<file path="src/rtl/flip_pkg.sv">
// Shared types and helpers for the Flip-N-Write encoder.
// Contents: FSM state enum, popcount over a fixed-width vector, and the
// width helper for the total write-cost accumulator.
package flip_pkg;

    typedef enum logic [1:0] {
        IDLE,
        SCAN,
        DONE
    } state_t;

    // Widest component popcount supports; narrower words are zero-extended.
    localparam int unsigned POP_MAX_W = 256;

    // Number of set bits in v.
    function automatic int unsigned popcount(input logic [POP_MAX_W-1:0] v);
        int unsigned c;
        c = 0;
        for (int unsigned i = 0; i < POP_MAX_W; i++) begin
            c = c + 32'(v[i]);
        end
        return c;
    endfunction

    // Width of the block cost: the worst case is M*(N/2) changed bits.
    function automatic int unsigned cost_width(input int unsigned n, input int unsigned m);
        return $clog2(m * (n / 2) + 1);
    endfunction

endpackage

</file>
<file path="src/rtl/flip_decide_word.sv">
// Combinational Flip-N-Write decision for one N-bit component.
// Ports:
//   new_word - incoming component value
//   old_word - value currently stored downstream (raw, as held in the register)
//   enc      - value to store (inverted when flip is set)
//   flip     - store inverted; set only when strictly more than N/2 bits differ
//   cost     - number of stored bits that change for the chosen encoding
module flip_decide_word
    import flip_pkg::*;
#(
    parameter  int unsigned N  = 16,
    localparam int unsigned PW = $clog2(N + 1)
) (
    input  logic [N-1:0]  new_word,
    input  logic [N-1:0]  old_word,
    output logic [N-1:0]  enc,
    output logic          flip,
    output logic [PW-1:0] cost
);

    logic [PW-1:0] diff;

    // A tie (exactly N/2 differing bits) keeps the plain value.
    always_comb begin
        diff = PW'(popcount(POP_MAX_W'(new_word ^ old_word)));
        flip = (diff > PW'(N / 2));
        enc  = flip ? ~new_word : new_word;
        cost = flip ? (PW'(N) - diff) : diff;
    end

endmodule

</file>
<file path="src/rtl/flip_encode_block.sv">
// Flip-N-Write block encoder feeding the downstream register block.
// Snapshots a block of M components plus the current register contents,
// then encodes one component per cycle and hands the result downstream.
// Ports:
//   clk, rst   - clock, asynchronous active-high reset
//   in_valid   - upstream block available
//   in_ready   - encoder idle and able to accept a block
//   in_data    - new block, component i at index i
//   stored_q   - current downstream register contents
//   out_valid  - encoded block available
//   out_ready  - downstream accepts the block
//   out_data   - encoded block (only meaningful while out_valid)
//   out_flip   - bit i set when component i is stored inverted
//   out_cost   - total stored bits changed by the write
module flip_encode_block
    import flip_pkg::*;
#(
    parameter  int unsigned N  = 16,
    parameter  int unsigned M  = 16,
    localparam int unsigned CW = cost_width(N, M)
) (
    input  logic          clk,
    input  logic          rst,
    input  logic          in_valid,
    output logic          in_ready,
    input  logic [N-1:0]  in_data [M],
    input  logic [N-1:0]  stored_q [M],
    output logic          out_valid,
    input  logic          out_ready,
    output logic [N-1:0]  out_data [M],
    output logic [M-1:0]  out_flip,
    output logic [CW-1:0] out_cost
);

    localparam int unsigned PW = $clog2(N + 1);
    localparam int unsigned IW = (M > 1) ? $clog2(M) : 1;
    localparam logic [IW-1:0] LAST_IDX = IW'(M - 1);

    state_t        state;
    state_t        state_n;
    logic          accept_c;
    logic [IW-1:0] idx;
    logic [N-1:0]  new_buf [M];
    logic [N-1:0]  old_buf [M];
    logic [N-1:0]  enc;
    logic          flip;
    logic [PW-1:0] cost;

    // Single shared decision unit, steered by idx.
    flip_decide_word #(.N(N)) u_decide (
        .new_word (new_buf[idx]),
        .old_word (old_buf[idx]),
        .enc      (enc),
        .flip     (flip),
        .cost     (cost)
    );

    // State register; handshake outputs are registered from the next state.
    always_ff @(posedge clk or posedge rst) begin
        if (rst) begin
            state     <= IDLE;
            in_ready  <= 1'b1;
            out_valid <= 1'b0;
        end else begin
            state     <= state_n;
            in_ready  <= (state_n == IDLE);
            out_valid <= (state_n == DONE);
        end
    end

    // Next-state logic.
    always_comb begin
        state_n  = state;
        accept_c = 1'b0;
        case (state)
            IDLE: begin
                if (in_valid) begin
                    accept_c = 1'b1;
                    state_n  = SCAN;
                end
            end
            SCAN: begin
                if (idx == LAST_IDX) begin
                    state_n = DONE;
                end
            end
            DONE: begin
                if (out_ready) begin
                    state_n = IDLE;
                end
            end
            default: state_n = IDLE;
        endcase
    end

    // Snapshot buffers, per-component scan and cost accumulation.
    // out_cost doubles as the accumulator and is cleared on every accept.
    always_ff @(posedge clk or posedge rst) begin
        if (rst) begin
            idx      <= '0;
            out_flip <= '0;
            out_cost <= '0;
            for (int unsigned i = 0; i < M; i++) begin
                new_buf[i]  <= '0;
                old_buf[i]  <= '0;
                out_data[i] <= '0;
            end
        end else begin
            if (accept_c) begin
                idx      <= '0;
                out_cost <= '0;
                for (int unsigned i = 0; i < M; i++) begin
                    new_buf[i] <= in_data[i];
                    old_buf[i] <= stored_q[i];
                end
            end
            if (state == SCAN) begin
                out_data[idx] <= enc;
                out_flip[idx] <= flip;
                out_cost      <= out_cost + CW'(cost);
                idx           <= (idx == LAST_IDX) ? '0 : idx + IW'(1);
            end
        end
    end

endmodule

</file>
<file path="config.mk">
export PLATFORM = sky130hd
export DESIGN_NAME = flip_encode_block
export DESIGN_NICKNAME = d
export VERILOG_FILES = /design/src/rtl/flip_pkg.sv /design/src/rtl/flip_decide_word.sv /design/src/rtl/flip_encode_block.sv
export SDC_FILE = /design/constraint.sdc
export NUM_CORES = 2
export LEC_CHECK = 0
export CAP_MARGIN = 30
export CORE_AREA = 2 2 309 311
export CTS_CLUSTER_DIAMETER = 150
export DETAILED_ROUTE_END_ITERATION = 12
export DIE_AREA = 0 0 311 313
export PLACE_DENSITY = 0.64
export SETUP_SLACK_MARGIN = 0.2
export SKIP_CTS_REPAIR_TIMING = 1
export SLEW_MARGIN = 5
export SYNTH_ARGS = -nofsm -noshare
export SYNTH_HDL_FRONTEND = slang
export SYNTH_HIERARCHICAL = 1
export SYNTH_SLANG_ARGS = --single-unit
</file>
<file path="constraint.sdc">
create_clock -name clk -period 87.2 [get_ports clk]
set_input_delay 17.44 -clock clk [delete_from_list [all_inputs] [get_ports clk]]
set_output_delay 17.44 -clock clk [all_outputs]
set_load 0.02 [all_outputs]
</file>
# After elaboration in Yosys (flattened, before gate mapping)
# Index checks and enable logic that the tools add are counted.
dict set report word_totals {
  ff_bits 800
  in_bits 516
  word_cells 354
  output_inout_bits 282
}
dict set report classes {
  n_bitwise 3
  order_cmp 5
  n_reduce_logical 5
  n_mux 25
  addsub 258
  eq_ne 4
}
# operator n
set op_table {}
lappend op_table {{adder 5 x 1 -> 5 bit (second input constant)} 240}
lappend op_table {{bitwise mux 256 bit} 1}
lappend op_table {{binary-select mux 16 bit (select 4 bit)} 2}
lappend op_table {{2-to-1 mux 16 bit} 6}
lappend op_table {{adder 5 x 1 -> 5 bit} 14}
lappend op_table {{demux 16 bit (select 4 bit)} 1}
lappend op_table {{bitwise mux 16 bit} 1}
lappend op_table {{2-to-1 mux 8 bit} 2}
lappend op_table {{inverter 16 bit} 1}
lappend op_table {{bitwise XOR 16 bit} 1}
lappend op_table {{2-to-1 mux 4 bit} 3}
lappend op_table {{adder 8 x 5 -> 8 bit} 1}
lappend op_table {{2-to-1 mux 2 bit} 3}
lappend op_table {{one-hot mux 2 bit (3 select lines)} 1}
lappend op_table {{greater-or-equal comparator 5 bit (second input constant)} 1}
lappend op_table {{> comparator 5 x 4 -> 1 bit (second input constant)} 1}
lappend op_table {{less-than comparator 4 x 5 -> 1 bit (second input constant)} 1}
lappend op_table {{less-than comparator 5 x 1 -> 1 bit (second input constant)} 1}
lappend op_table {{2-to-1 mux 5 bit} 1}
lappend op_table {{inverter 4 -> 5 bit} 1}
lappend op_table {{subtractor 5 bit (first input constant)} 1}
lappend op_table {{adder 4 x 1 -> 4 bit (second input constant)} 1}
lappend op_table {{demux 1 bit (select 4 bit)} 1}
lappend op_table {{equality test 2 bit (second input constant)} 2}
lappend op_table {{8 further kinds} 12}

# Longest topological paths before layout
dict set report logic_depth {
  word_depth 264
  mapped_depth 27
  mapped_depth_nobuf 23
}

# Cells and area by module
# The synthesis kept the hierarchy.
# module n_inst area_each_um2 cells_per_inst
set modules_own_cells {}
lappend modules_own_cells {flip_encode_block 1 33843.7 3121}
lappend modules_own_cells {flip_decide_word 1 818.3 91}

# Worst setup path before layout
# OpenSTA, ideal clock, no wires.
dict set report synth_timing {
  kind {input-to-reg}
  startpoint {input in_valid}
  endpoint {register new_buf[100] (netlist name)}
  t_arrival_ns 18.446
  required_time_ns 87.135
  path_stages 6
  n_path_buf 3
  path_slack_ns 68.689
  path_cell_list {and2_1 > clkbuf_1 > clkbuf_1 > clkbuf_1 > nand2_1 > nand2_1}
}
dict set report synth_via {
  elab_chain_len 2
}
# item line_no
set synth_rtl {}
lappend synth_rtl {{from (decl)} flip_encode_block.sv:24} ;# input logic in_valid,
lappend synth_rtl {{2-to-1 mux 1 bit} flip_encode_block.sv:77} ;# if (in_valid) begin
lappend synth_rtl {{2-to-1 mux 1 bit} flip_encode_block.sv:75} ;# case (state)
lappend synth_rtl {{to (signal, indexed assignment)} flip_encode_block.sv:113} ;# new_buf[i] <= in_data[i];
lappend synth_rtl {{to (decl)} flip_encode_block.sv:43} ;# logic [N-1:0] new_buf [M];
# No other way between the ends.
# A chain may end at the register's enable or synchronous reset.

# Worst setup path in the final report
dict set report layout_timing {
  startpoint {input in_valid}
  endpoint {register new_buf[77] (netlist name)}
}
# The elaborated chain is that of the path after synthesis.

==> impl_metrics.toml <==
[timing]
rsz0062_at_grt = "false"
period_share = 0.2376
slew_headroom = 0.1536
clock_skew_ns = 0.02744
setup-violations-final = 0
fmax_mhz = 48.27
final_max_slew_viol_count = 0
final.min_clock_period_ns = 20.72
tightest_slew_ns = 1.270
tns_ns = 0
hold_viol_final = 0
fin_ws_ns = 66.48

[yosys]
synth_edf_count = 0
synth_top_family_by_area = "simple AND/OR/NAND/NOR gates"
yosys-top-cells-count = "nand2_1, dfrtp_1, mux2_2"
async_flop_share = 1.000
synth_compound_area_frac = 0.02112
netlist.area_leader.share = 0.5768
ys_ff_latch = 800
ys.flop_type = "dfrtp_1"
synth_area_um2 = 34660
ys_seq_area_frac = 0.5776
yosys_warnings = 6
synth_top_area_cell = "dfrtp_1"
synth-adder-area-share = 0.01177
synth.distinct_cells = 48
synth_simple_gate_area_share = 0.1806
syn-mean-instance-area_um2 = 10.79
synthMuxAreaShare = 0.1731
synthCells = 3212
synth.most_common_cell = "nand2_1"
yosys.area_share.xor_xnor = 0.009349
synthTopCellsByArea = "dfrtp_1, nand2_1, mux2_2"
synth_nets = 3754

[clock_tree]
clkTransAtPathRegs_ns = 0.05
cts_root_buffer = "clkbuf_16"
clock_latency_ns = 0.67
cts_tree = "done"
clockBufferDepth = 3
h-tree-depth = 3
cts_buffers = 88
clock_sinks = 800

[setup_path]
cp.required_ns = 87.79
cp-end-kind = "flop"
critPathKind = "input port to flop"
reg2reg_depth = 23
rrSetupSlack_ns = 77.65
crit_start = "in_valid"
cp.arrival_ns = 21.30
crit_fanout = 94
critPathLaunchType = "input port"
worst_r2r_startpoint = "idx[0]"
worstReg2RegEnd = "out_cost[6]"
critPathCapture = "new_buf[77]"

[finish]
area_growth_pct = 36.27
seqCellArea_um2 = 20030
final_nets = 4504
finalInstanceArea_um2 = 47230
instances_no_fill = 5307
multi_input_area_um2 = 13870
fillCellCount = 8563
drive_gt1_frac = 0.1563

[grt]
grt_usage = 0.2331
grt_pass1_wl_um = 169900
gr-total-overflow = 0
grt_start_max_net_pins = 231
antenna_found_initial = 19
grt_pass1_vias = 26180

[floorplanning]
num_rows = 113
die_width_um = 311
initial_core_util = 0.3681
io_pins = 798
dieArea_um2 = 97340
die_h_um = 313
core_um2 = 94160

[detailed_routing]
wl_met2_um = 55330
drt-total-wl_um = 114500
wl_per_cell_um = 21.58
antenna_left = 0
top_layer = "met5"
m1WireLength_um = 46900
drtIter0Drc = 2015
wl_met3_um = 8269
vias = 26100
firstDrtPassIters = 5
via_per_inst = 4.918
drc = 0

[placement]
place_area_um2 = 44180
gp_congestion = 0.8303
dpl.hpwl_um = 83670
dp.cells = 5133
post-place-ws_ns = 65.50
portBuffers = 797

[job]
max_cap_violations = 0

[worst_hold_path]
hold_path_class = "flop to flop"

[run_status]
status = "complete, no violations"
## cell usage in the layout (no fill, tap or decap), drive strengths merged, types with 15 or more instances in the layout
cell type and n:
a22oi 64, mux2 273, clkdlybuf4s50 797, clkbuf 131, nor2 16, dfrtp 799
inv 21, nand2 1588, clkinv 17, ha 15, buf 61, xnor2 25
mux4 128
## registers in the layout (all words and copies together), names as in the netlist
name	cells
out_flip	16
idx	4
in_ready	1
old_buf	256
out_data	256
out_valid	1
new_buf	256
out_cost	8
state	2
## worst min-delay path by stage
stage / from / end / slack [ns] / cells after the start
global route: new_buf[137] / new_buf[137] / 0.48 / 2
floorplan: new_buf[144] / new_buf[144] / 0.44 / 2
global placement: new_buf[63] / new_buf[63] / 0.45 / 2
detailed placement: old_buf[154] / old_buf[154] / 0.46 / 2
finish: new_buf[41] / new_buf[41] / 0.47 / 2
CTS: old_buf[200] / old_buf[200] / 0.47 / 2
## per-stage QoR
stage / utilization / hold WS, ns
after floorplan: - / 0.4403
after global placement: 0.4662 / 0.4524
after detailed placement: 0.4692 / 0.4569
after CTS: 0.5005 / 0.4714
after global routing: 0.5015 / 0.4850
final: 0.5016 / 0.4659
## per-layer routing
| layer | global-route usage | vias up |
|---|---|---|
| met5 | 0 | - |
| met4 | 0.09168 | 18 |
| met3 | 0.05736 | 180 |
| met2 | 0.3814 | 953 |
| met1 | 0.2991 | 12960 |
| li1 | - | 11990 |
## worst max-delay path: stages
cell and delay [ns]:
clkdlybuf4s50_1 0.59, and2_4 0.68, buf_4 0.52, buf_16 0.30, buf_4 0.76, buf_4 0.30
buf_16 0.32, nand2_1 0.12, nand2_1 0.07
## cells by family (layout without fill, tap and decap cells)
logic type,after synthesis,after routing
other cells,0,11
fa+ha+maj,26,26
simple gates,1625,1625
xor+xnor,37,37
compound gates,103,103
mux,405,405
buf+inv,216,1035
flops,800,800
## cell type report
| cell class | count | area share |
|---|---|---|
| inverters | 18 | 0.001589 |
| repair buffers | 858 | 0.1842 |
| flip-flops and latches | 800 | 0.4240 |
| clock inverters | 28 | 0.007921 |
| multi-input cells | 2196 | 0.2937 |
| clock buffers | 131 | 0.05452 |
| diodes | 11 | 0.0005828 |
| well taps | 1265 | 0.03351 |
Power is not shown: default switching activity piles up to over one toggle a cycle in this logic, so the estimate is an artifact.
